===== config.mk =====
export PLATFORM = sky130hd
export DESIGN_NAME = cw_bit_reader
export DESIGN_NICKNAME = d
export VERILOG_FILES = /design/src/rtl/cw_bit_reader.sv
export SDC_FILE = /design/constraint.sdc
export NUM_CORES = 1
export LEC_CHECK = 0
export BUFFER_PORTS_ARGS = -buffer_cell sky130_fd_sc_hd__buf_4
export CORE_MARGIN = 2
export CORE_UTILIZATION = 64
export CTS_BUF_LIST = sky130_fd_sc_hd__clkbuf_16
export DETAILED_ROUTE_END_ITERATION = 16
export PLACE_DENSITY = 0.82
export REMOVE_ABC_BUFFERS = 1
export SLEW_MARGIN = 20
export SYNTH_ARGS = -nofsm -noshare
export SYNTH_HDL_FRONTEND = slang
export SYNTH_SLANG_ARGS = --single-unit

===== constraint.sdc =====
create_clock -name clk -period 4.5 [get_ports clk]
set_input_delay 0.225 -clock clk [delete_from_list [all_inputs] [get_ports clk]]
set_output_delay 0.225 -clock clk [all_outputs]
set_load 0.01 [all_outputs]

===== src/rtl/cw_bit_reader.sv =====
// Codeword input buffer and MSB-first variable-length bit reader for the
// constant-weight decoders: load DEPTH words, then serve 1..RD_MAX bit reads.
module cw_bit_reader #(
    parameter int CW_W   = 16,
    parameter int DEPTH  = 9,
    parameter int RD_MAX = 8,
    parameter int LEN_W  = 4,
    localparam int TOT   = CW_W * DEPTH,
    localparam int CNT_W = $clog2(DEPTH + 1),
    localparam int BL_W  = $clog2(TOT + 1)
) (
    input  logic              clk,
    input  logic              rst_b,
    input  logic              clear,
    input  logic              wr_en,
    input  logic [CW_W-1:0]   msg_bype,
    input  logic              start,
    input  logic              rd_req,
    input  logic [LEN_W-1:0]  rd_len,
    output logic [RD_MAX-1:0] rd_data,
    output logic              rd_vld,
    output logic [CNT_W-1:0]  wr_cnt,
    output logic              full,
    output logic [BL_W-1:0]   bits_left,
    output logic              exhausted,
    output logic              ovf_err,
    output logic              udr_err
);

    typedef enum logic [1:0] {LOAD, READ, DONE} state_t;

    state_t            state;
    logic [CW_W-1:0]   slot [DEPTH];
    logic [TOT-1:0]    cw_buf;
    logic [BL_W-1:0]   ptr;

    logic              wr_ok;
    logic [CNT_W-1:0]  cnt_nxt;
    logic [BL_W-1:0]   start_bits;
    logic [LEN_W-1:0]  len_c;
    logic [BL_W-1:0]   len_bl;
    logic [BL_W-1:0]   avail;
    logic              short_rd;
    logic [TOT-1:0]    shifted;
    logic [RD_MAX-1:0] win;
    logic [RD_MAX-1:0] keep;
    logic [RD_MAX-1:0] rd_word;

    // Word 0 sits at the top of the flat vector so stream bit k is cw_buf[TOT-1-k].
    for (genvar i = 0; i < DEPTH; i++) begin : g_flat
        assign cw_buf[TOT-1-i*CW_W -: CW_W] = slot[i];
    end

    always_ff @(posedge clk) begin
        if (state == LOAD && !clear && wr_ok) begin
            for (int i = 0; i < DEPTH; i++) begin
                if (wr_cnt == CNT_W'(i)) slot[i] <= msg_bype;
            end
        end
    end

    always_comb begin
        wr_ok      = wr_en && !full;
        cnt_nxt    = wr_cnt + CNT_W'(wr_ok);
        start_bits = BL_W'(cnt_nxt) * BL_W'(CW_W);
        len_c      = (rd_len > LEN_W'(RD_MAX)) ? LEN_W'(RD_MAX) : rd_len;
        len_bl     = BL_W'(len_c);
        short_rd   = len_bl > bits_left;
        avail      = short_rd ? bits_left : len_bl;
        shifted    = cw_buf << ptr;
        win        = shifted[TOT-1 -: RD_MAX];
        // Bits past the loaded data are stale slots; mask them to zero padding.
        keep       = ~({RD_MAX{1'b1}} >> avail);
        rd_word    = (win & keep) >> (LEN_W'(RD_MAX) - len_c);
    end

    always_ff @(posedge clk or negedge rst_b) begin
        if (!rst_b) begin
            state     <= LOAD;
            ptr       <= '0;
            rd_data   <= '0;
            rd_vld    <= 1'b0;
            wr_cnt    <= '0;
            full      <= 1'b0;
            bits_left <= '0;
            exhausted <= 1'b0;
            ovf_err   <= 1'b0;
            udr_err   <= 1'b0;
        end else begin
            rd_vld <= 1'b0;
            if (clear) begin
                state     <= LOAD;
                ptr       <= '0;
                rd_data   <= '0;
                wr_cnt    <= '0;
                full      <= 1'b0;
                bits_left <= '0;
                exhausted <= 1'b0;
                ovf_err   <= 1'b0;
                udr_err   <= 1'b0;
            end else begin
                case (state)
                    LOAD: begin
                        if (wr_en && full) ovf_err <= 1'b1;
                        wr_cnt <= cnt_nxt;
                        full   <= (cnt_nxt == CNT_W'(DEPTH));
                        if (start && cnt_nxt != '0) begin
                            state     <= READ;
                            bits_left <= start_bits;
                            ptr       <= '0;
                        end
                    end
                    READ: begin
                        if (rd_req && len_c != '0) begin
                            rd_vld  <= 1'b1;
                            rd_data <= rd_word;
                            ptr     <= ptr + len_bl;
                            if (short_rd) begin
                                udr_err   <= 1'b1;
                                bits_left <= '0;
                                exhausted <= 1'b1;
                                state     <= DONE;
                            end else begin
                                bits_left <= bits_left - len_bl;
                                if (len_bl == bits_left) begin
                                    exhausted <= 1'b1;
                                    state     <= DONE;
                                end
                            end
                        end
                    end
                    DONE: begin
                        if (rd_req && len_c != '0) begin
                            rd_vld  <= 1'b1;
                            rd_data <= '0;
                            udr_err <= 1'b1;
                        end
                    end
                    default: state <= LOAD;
                endcase
            end
        end
    end

endmodule

==> PnR_summary.wiki, run 1 <==
{| class="wikitable"
! Metric !! Value
|-
| Number of vias after detailed routing || roughly 11000
|-
| Top-area cell type share of the netlist area || roughly a third
|-
| Worst slew margin relative to its limit || 41.0%
|-
| Global-route wire length before repair || 65.5 mm
|-
| Initial cell density of the core || 65.3%
|-
| Count of antenna diodes in the layout || 0
|-
| Run status || complete, no violations
|-
| Most frequent standard cell in the layout excluding fill and tap cells || sky130_fd_sc_hd__edfxtp_1
|-
| Total wire length || 44.3 mm
|-
| Synthesized instance count || 1110
|-
| Internal power of the cells || 3.78 mW
|-
| Mean number of vias per cell || 7.70
|-
| Final worst-path cycle share || 90.4%
|-
| Most frequently used flop master after synthesis || sky130_fd_sc_hd__edfxtp_1
|-
| Sw Ratio || around 41%
|-
| Mapped Area || 0.0133 mm^2
|-
| Number of violations of the max-capacitance limit || 0
|-
| Post-DRT Antenna Nets || 0
|-
| Htree depth || 4
|-
| Hold Fails Final Rpt || 0
|-
| Latest clock arrival within the worst-skew pair || 0.44 ns
|-
| Sequential element share of the synthesized area || 39.2%
|-
| Worst hold path class || primary input to register
|-
| Most used cells in the layout excluding fill and tap cells || sky130_fd_sc_hd__edfxtp_1, sky130_fd_sc_hd__mux2i_1, sky130_fd_sc_hd__mux4_2, sky130_fd_sc_hd__nor2_1, sky130_fd_sc_hd__nand2_1
|-
| Die ar. || 0.0219 mm^2
|-
| Unrepaired setup endpoints after global routing || false
|-
| Row count || 52
|-
| Horiz. Die Dim || ~150 um
|-
| Critical path capture point type || register
|-
| Worst-case clock buffer depth || 2
|-
| CORE AREA || between 0.02 and 0.025 mm^2
|-
| Async set-or-reset flop fraction in the synthesized netlist || 19.6%
|-
| Pin count of the biggest net entering global routing || 57
|-
| Final critical-path required period || 4.07 ns
|-
| Category of the most critical setup path || register to register
|-
| Residual DRC || 0
|-
| Synth-to-Final Area Change || 8.25%
|-
| Cell taking the most area after synthesis || sky130_fd_sc_hd__edfxtp_1
|-
| Initial DRC Count || 1869
|-
| Number of global-route vias before repair || 10100
|-
| Largest cells by area after synthesis || sky130_fd_sc_hd__edfxtp_1, sky130_fd_sc_hd__mux4_2, sky130_fd_sc_hd__mux2i_1
|-
| Share of power burned in registers || 33.0%
|-
| Max Freq || 246 MHz
|-
| Data arrival time at the worst-slack endpoint || 4.41 ns
|-
| Initial antenna violation count || 0
|-
| Setup Total Neg Slack || 0 ns
|-
| Number of warnings issued by yosys || 0
|-
| Die outline height || ~150 um
|-
| Clock Root Buffer || sky130_fd_sc_hd__clkbuf_16
|-
| Share of total power in combinational logic || 43.6%
|-
| Power density cells || 444 mW/mm^2
|-
| Critical Path Start Type || register
|-
| Average size of a mapped cell || between 10 and 15 um^2
|-
| Number of primary I/O pins || 51
|-
| Clock tree from TritonCTS || built
|-
| Tot GR Track Use || between 40% and 50%
|-
| Total gr overflow || 0
|-
| Static Leakage || 4.77 nW
|-
| TritonCTS buffer count || 17
|-
| CTS clock-pin slew for the worst setup and hold paths || around 0.080 ns
|-
| Worst hold-check slack || 0.0461 ns
|-
| Distinct cell type count after synthesis || 91
|-
| Slew Limit Fails || 0
|-
| Number of enable flip-flop cells after synthesis || about 140
|-
| Final weighted congestion in routability-driven placement || 1.12
|-
| PortBufs || 50
|-
| Req. time, crit path || 4.84 ns
|-
| Share of cells above drive strength 1 || 25.3%
|-
| Clock share of power || 23.3%
|-
| HPWL Detailed || approximately 32 mm
|-
| Net count of the finished layout || 1167
|-
| Maximum fanout along the worst path || 7
|-
| Worst-case vdd ir drop || approximately 0.33 mV
|-
| Clock net sink count || between 150 and 200
|-
| First-pass detailed-route iteration total || 7
|-
| Power dissipated by switching net loads || 2.58 mW
|-
| Worst slew pin tran || 0.886 ns
|-
| Routed wire length per instance || 31.5 um
|-
| Post-synthesis sequential element count || around 180
|-
| Count of final setup violators || 0
|-
| Clock Skew || roughly 0.012 ns
|}
worst paths after layout:
check / endpoint / cells past startpoint / start / slack, ns
min in group asynchronous: rd_data[5]$_DFFE_PN0P_ / 2 / rst_b / 0.29
hold / removal: ovf_err$_DFFE_PN0P_ / 3 / wr_en / 0.05
hold reg to reg: ovf_err$_DFFE_PN0P_ / 2 / ovf_err$_DFFE_PN0P_ / 0.50
max in group asynchronous: ptr[1]$_DFFE_PN0P_ / 2 / rst_b / 3.84
setup / recovery: rd_data[0]$_DFFE_PN0P_ / 13 / bits_left[0]$_DFFE_PN0P_ / 0.43
setup reg to reg: rd_data[0]$_DFFE_PN0P_ / 13 / bits_left[0]$_DFFE_PN0P_ / 0.43
cell families after synthesis:
kind of cell             count (synthesis)  synth area share [%]
multiplexers                           251                  29.3
AO/OA/AOI/OAI                          249                  13.3
AND/OR/NAND/NOR                        296                  10.8
buffers and inverters                  108                  5.05
adder cells (fa/ha/maj)                 17                  1.72
XOR/XNOR                                10                 0.661
flip-flops                             179                  39.2
cells in the mapped netlist, types with 4 or more instances:
library cell                  n
sky130_fd_sc_hd__nand3_1     15
sky130_fd_sc_hd__o21ai_0     49
sky130_fd_sc_hd__a211oi_1    12
sky130_fd_sc_hd__a22o_1       5
sky130_fd_sc_hd__buf_4        9
sky130_fd_sc_hd__a21oi_1     36
sky130_fd_sc_hd__clkbuf_1    33
sky130_fd_sc_hd__xor2_1       4
sky130_fd_sc_hd__mux2_2      41
sky130_fd_sc_hd__inv_1       14
sky130_fd_sc_hd__or3_1        4
sky130_fd_sc_hd__mux4_2      99
sky130_fd_sc_hd__nand2_1     82
sky130_fd_sc_hd__nand2b_1    16
sky130_fd_sc_hd__edfxtp_1   144
sky130_fd_sc_hd__buf_6       12
sky130_fd_sc_hd__nor4_1       6
sky130_fd_sc_hd__or4_1        5
sky130_fd_sc_hd__nor2_1      89
sky130_fd_sc_hd__nor2b_1     13
sky130_fd_sc_hd__nand3b_1     5
sky130_fd_sc_hd__a22oi_1     12
sky130_fd_sc_hd__a21o_1       8
sky130_fd_sc_hd__and2_1       4
sky130_fd_sc_hd__nand4_1      7
sky130_fd_sc_hd__a31oi_1      9
sky130_fd_sc_hd__mux2i_1    105
sky130_fd_sc_hd__buf_2       26
sky130_fd_sc_hd__ha_1        15
sky130_fd_sc_hd__o221ai_1     5
sky130_fd_sc_hd__buf_12       5
sky130_fd_sc_hd__a311oi_1     5
sky130_fd_sc_hd__o2bb2ai_1    5
sky130_fd_sc_hd__xnor2_1      6
sky130_fd_sc_hd__nor3_1      30
sky130_fd_sc_hd__o22ai_1     25
sky130_fd_sc_hd__o31ai_1      9
sky130_fd_sc_hd__o211ai_1    13
sky130_fd_sc_hd__dfrtp_1     35
flip-flops by register name, indices dropped and copies added (netlist names):
register and flops:
bits_left 8, exhausted 1, full 1, ovf_err 1, ptr 8, rd_data 8, rd_vld 1, slot 144
state 2, udr_err 1, wr_cnt 4
critical path: stages (launching register included):
cell                       delay [ns]
sky130_fd_sc_hd__dfrtp_1         0.45
sky130_fd_sc_hd__inv_1           0.09
sky130_fd_sc_hd__ha_1            0.13
sky130_fd_sc_hd__inv_1           0.06
sky130_fd_sc_hd__fa_1            0.43
sky130_fd_sc_hd__a21oi_1         0.33
sky130_fd_sc_hd__o211a_1         0.36
sky130_fd_sc_hd__mux2i_1         0.68
sky130_fd_sc_hd__nand3_1         0.19
sky130_fd_sc_hd__nor4_2          0.52
sky130_fd_sc_hd__a211oi_2        0.14
sky130_fd_sc_hd__mux2i_4         0.25
sky130_fd_sc_hd__mux2i_4         0.11
sky130_fd_sc_hd__a221oi_2        0.23
through the flow:
| step | std cells | area (um^2) | worst slack (ns) | total power, mW | util [%] |
|---|---|---|---|---|---|
| detailed placement | 1374 | 13700 | 0.571 | 4.79 | 67.7 |
| CTS | 1407 | 14300 | 0.626 | 6.26 | 70.6 |
| global placement | 1374 | 13700 | 0.632 | 4.76 | 67.7 |
| floorplan | 1020 | 12600 | -3.18 | 4.06 | - |
| global route | 1407 | 14300 | 0.372 | 6.55 | 70.7 |
| finish | 1407 | 14300 | 0.433 | 6.36 | 70.7 |
metal layers:
metal | track usage [%] | vias to the layer above | part of all wire (%)
li1 | - | 4484 | -
met1 | 56.7 | 5286 | 37
met2 | 61.5 | 923 | 44
met3 | 13.7 | 147 | 15
met4 | 13.9 | 0 | 4.0
met5 | 0 | - | 0
layout make-up:
type	instances	area, um^2
clock buffers	17	425
clock inverters	15	169
fillers	1391	5960
inverters	18	67.6
multi-input cells	823	7420
flip-flops and latches	179	5210
well taps	270	338
repair buffers	85	716
power by group through the flow:
stage	Sequential, mW	Combinational [mW]	Clock [mW]
3_3_place_gp	2.12	2.64	0
5_1_grt	2.12	2.90	1.54
6_report	2.10	2.78	1.49
4_1_cts	2.09	2.68	1.49
2_1_floorplan	2.23	1.83	0
3_5_place_dp	2.13	2.66	0
repair_timing:
item                      in CTS  in global routing
buffers inserted               0                  0
resized for setup              0                  0
hold buffers                   1                  0
hold endpoints to repair      35                  0
(Power assumes the default switching activity.)
==> inputs of run 2 (changes only) <==
--- a/config.mk
+++ b/config.mk
@@ -6,7 +6,7 @@
 export NUM_CORES = 1
 export LEC_CHECK = 0
 export BUFFER_PORTS_ARGS = -buffer_cell sky130_fd_sc_hd__buf_4
-export CORE_MARGIN = 2
+export CORE_MARGIN = 1
 export CORE_UTILIZATION = 64
 export CTS_BUF_LIST = sky130_fd_sc_hd__clkbuf_16
 export DETAILED_ROUTE_END_ITERATION = 16
==> PnR_summary.wiki, run 2 (synthesis gave the netlist of run 1 again) <==
{| class="wikitable"
! Metric !! Value
|-
| Register with the most flip-flops || slot (unchanged)
|-
| CORE AREA || 0.0202 mm^2 (was 0.0203 mm^2)
|-
| Row count || 52 (unchanged)
|-
| Count of antenna diodes in the layout || 0 (unchanged)
|-
| Hold bufs inserted after CTS || 1 (unchanged)
|-
| CTS clock-pin slew for the worst setup and hold paths || 0.08 ns (about the same)
|-
| Unrepaired setup endpoints after global routing || false (unchanged)
|-
| Latest clock arrival within the worst-skew pair || 0.45 ns (was 0.44 ns)
|-
| Final core area utilization || 70.8% (was 70.7%)
|-
| Startpoint of the most critical register-to-register path || bits_left[0]$_DFFE_PN0P_ (unchanged)
|-
| Die outline height || 146 um (was 148 um)
|-
| Horiz. Die Dim || 146 um (was 148 um)
|-
| HPWL Detailed || 31.9 mm (about the same)
|-
| Worst-case register-to-register setup slack || 0.54 ns (was 0.43 ns)
|-
| Area of all placed cells without fillers || 0.0143 mm^2 (about the same)
|-
| Worst-case vdd ir drop || 0.278 mV (was 0.326 mV)
|-
| Count of final setup violators || 0 (unchanged)
|-
| Total wire length || 44.7 mm (was 44.3 mm)
|-
| Number of primary I/O pins || 51 (unchanged)
|-
| Slew Limit Fails || 0 (unchanged)
|-
| Endpoint with the worst hold slack || ovf_err$_DFFE_PN0P_ (unchanged)
|-
| Worst slew margin relative to its limit || 42.2% (was 41.0%)
|-
| Mean number of vias per cell || 7.68 (was 7.70)
|-
| Category of the most critical setup path || register to register (unchanged)
|-
| Share of power burned in registers || 33.1% (was 33.0%)
|-
| Post-CTS setup-driven buffer insertion count || 0 (unchanged)
|-
| Final weighted congestion in routability-driven placement || 1.04 (was 1.12)
|-
| Clock tree from TritonCTS || built (unchanged)
|-
| Hold Path Origin || wr_en (unchanged)
|-
| Number of violations of the max-capacitance limit || 0 (unchanged)
|-
| Maximum fanout along the worst path || 7 (unchanged)
|-
| Residual DRC || 0 (unchanged)
|-
| Initial DRC Count || 1648 (was 1869)
|-
| Post-cts resize count || 0 (unchanged)
|-
| Worst Reg-to-Reg Cells || 13 (unchanged)
|-
| Pin count of the biggest net entering global routing || 61 (was 57)
|-
| Final critical-path required period || 3.96 ns (was 4.07 ns)
|-
| Max Freq || 253 MHz (was 246 MHz)
|-
| Power dissipated by switching net loads || 2.59 mW (was 2.58 mW)
|-
| Most frequent standard cell in the layout excluding fill and tap cells || sky130_fd_sc_hd__edfxtp_1 (unchanged)
|-
| Sw Ratio || 40.7% (was 40.5%)
|-
| Net count of the finished layout || 1174 (was 1167)
|-
| Destination of the worst register-to-register timing path || rd_data[3]$_DFFE_PN0P_ (was rd_data[0]$_DFFE_PN0P_)
|-
| Synth-to-Final Area Change || 8.05% (was 8.25%)
|-
| Clock Skew || 0.0119 ns (was 0.0116 ns)
|-
| Final worst-path cycle share || 88.0% (was 90.4%)
|-
| Post-DRT Antenna Nets || 0 (unchanged)
|-
| Die ar. || 0.0213 mm^2 (was 0.0219 mm^2)
|-
| Worst-case clock buffer depth || 2 (unchanged)
|-
| Run status || complete, no violations (unchanged)
|-
| Static Leakage || 4.80 nW (was 4.77 nW)
|-
| Clock net sink count || 179 (unchanged)
|-
| Final cell count without fillers || 1414 (was 1407)
|-
| Worst hold path depth || 3 (unchanged)
|-
| Max reg flops || 144 (unchanged)
|-
| Htree depth || 4 (unchanged)
|-
| Most used cells in the layout excluding fill and tap cells || sky130_fd_sc_hd__edfxtp_1, sky130_fd_sc_hd__mux2i_1, sky130_fd_sc_hd__mux4_2, sky130_fd_sc_hd__buf_4, sky130_fd_sc_hd__nor2_1 (was sky130_fd_sc_hd__edfxtp_1, sky130_fd_sc_hd__mux2i_1, sky130_fd_sc_hd__mux4_2, sky130_fd_sc_hd__nor2_1, sky130_fd_sc_hd__nand2_1)
|-
| First-pass detailed-route iteration total || 8 (was 7)
|-
| Clock share of power || 23.7% (was 23.3%)
|-
| DP Area || 0.0137 mm^2 (about the same)
|-
| Placed Cells incl. Taps || 1381 (was 1374)
|-
| Req. time, crit path || 4.84 ns (about the same)
|-
| Internal power of the cells || 3.77 mW (was 3.78 mW)
|-
| PortBufs || 50 (unchanged)
|-
| Critical path capture point type || register (unchanged)
|-
| Initial antenna violation count || 1 (was 0)
|-
| Setup Total Neg Slack || 0 ns (unchanged)
|-
| Tot GR Track Use || 42.8% (was 40.9%)
|-
| TritonCTS buffer count || 17 (unchanged)
|-
| Fill count || 1456 (was 1391)
|-
| Power density cells || 444 mW/mm^2 (about the same)
|-
| Number of global-route vias before repair || 10300 (was 10100)
|-
| Clock Root Buffer || sky130_fd_sc_hd__clkbuf_16 (unchanged)
|-
| Worst slew pin tran || 0.868 ns (was 0.886 ns)
|-
| Share of total power in combinational logic || 43.2% (was 43.6%)
|-
| Share of cells above drive strength 1 || 25.8% (was 25.3%)
|-
| Total gr overflow || 0 (unchanged)
|-
| Hold Fails Final Rpt || 0 (unchanged)
|-
| Data arrival time at the worst-slack endpoint || 4.30 ns (was 4.41 ns)
|-
| Routed wire length per instance || 31.6 um (was 31.5 um)
|-
| Number of vias after detailed routing || 10900 (was 10800)
|-
| Initial cell density of the core || 65.5% (was 65.3%)
|-
| Critical Path Start Type || register (unchanged)
|-
| Worst hold path class || primary input to register (unchanged)
|-
| Global-route wire length before repair || 66.0 mm (was 65.5 mm)
|}
run 2: metrics by stage:
stage	setup slack, ns	power [mW]	hold WS [ns]
3_5_place_dp	0.627	4.77	0.208
4_1_cts	0.616	6.26	0.0464
6_report	0.541	6.36	0.0503
5_1_grt	0.313	6.57	0.0659
3_3_place_gp	0.720	4.73	0.203
2_1_floorplan	-3.18	4.06	-0.0706
run 2: power by group through the flow:
stage	Combinational, mW	Clock [mW]	Sequential [mW]
5_1_grt	2.89	1.56	2.12
6_report	2.74	1.51	2.10
3_5_place_dp	2.64	0	2.13
2_1_floorplan	1.83	0	2.23
3_3_place_gp	2.61	0	2.12
4_1_cts	2.66	1.51	2.09
run 2: metal layers:
layer / vias to the layer above / wire [um] / GRT usage (%)
met4: 0 / 2450 / 22.4
met2: 943 / 19600 / 63.2
met1: 5270 / 16400 / 58.5
met3: 154 / 6190 / 11.6
li1: 4489 / - / -
met5: - / 0 / 0
run 2: how the worst max path moves through the flow:
stage / slack, ns / endpoint / cells after the start / from
finish: 0.54 / rd_data[3]$_DFFE_PN0P_ / 13 / bits_left[0]$_DFFE_PN0P_
global route: 0.31 / rd_data[3]$_DFFE_PN0P_ / 13 / bits_left[0]$_DFFE_PN0P_
CTS: 0.62 / rd_data[2]$_DFFE_PN0P_ / 11 / ptr[1]$_DFFE_PN0P_
detailed placement: 0.63 / rd_data[3]$_DFFE_PN0P_ / 14 / rd_len[3]
global placement: 0.72 / rd_data[0]$_DFFE_PN0P_ / 14 / rd_len[3]
floorplan: -3.18 / rd_data[0]$_DFFE_PN0P_ / 9 / ptr[1]$_DFFE_PN0P_
run 2: layout make-up:
class                           instances  area (um^2)  share of cell area (%)
Tap cell                              270          338                    2.36
Timing Repair Buffer                   92          693                    4.84
Inverter                               18         67.6                   0.472
Sequential cell                       179         5210                    36.4
Clock inverter                         15          161                    1.13
Multi-Input combinational cell        823         7420                    51.8
Clock buffer                           17          425                    2.97
run 2: critical path: stages (launching register included):
cell	delay, ns
sky130_fd_sc_hd__dfrtp_1	0.45
sky130_fd_sc_hd__inv_1	0.08
sky130_fd_sc_hd__ha_1	0.14
sky130_fd_sc_hd__inv_1	0.06
sky130_fd_sc_hd__fa_1	0.43
sky130_fd_sc_hd__a21oi_1	0.31
sky130_fd_sc_hd__o211a_1	0.37
sky130_fd_sc_hd__mux2i_1	0.56
sky130_fd_sc_hd__nand3_1	0.18
sky130_fd_sc_hd__nor4_2	0.53
sky130_fd_sc_hd__a211oi_2	0.13
sky130_fd_sc_hd__nor2_1	0.27
sky130_fd_sc_hd__nor2_1	0.11
sky130_fd_sc_hd__o41ai_2	0.21
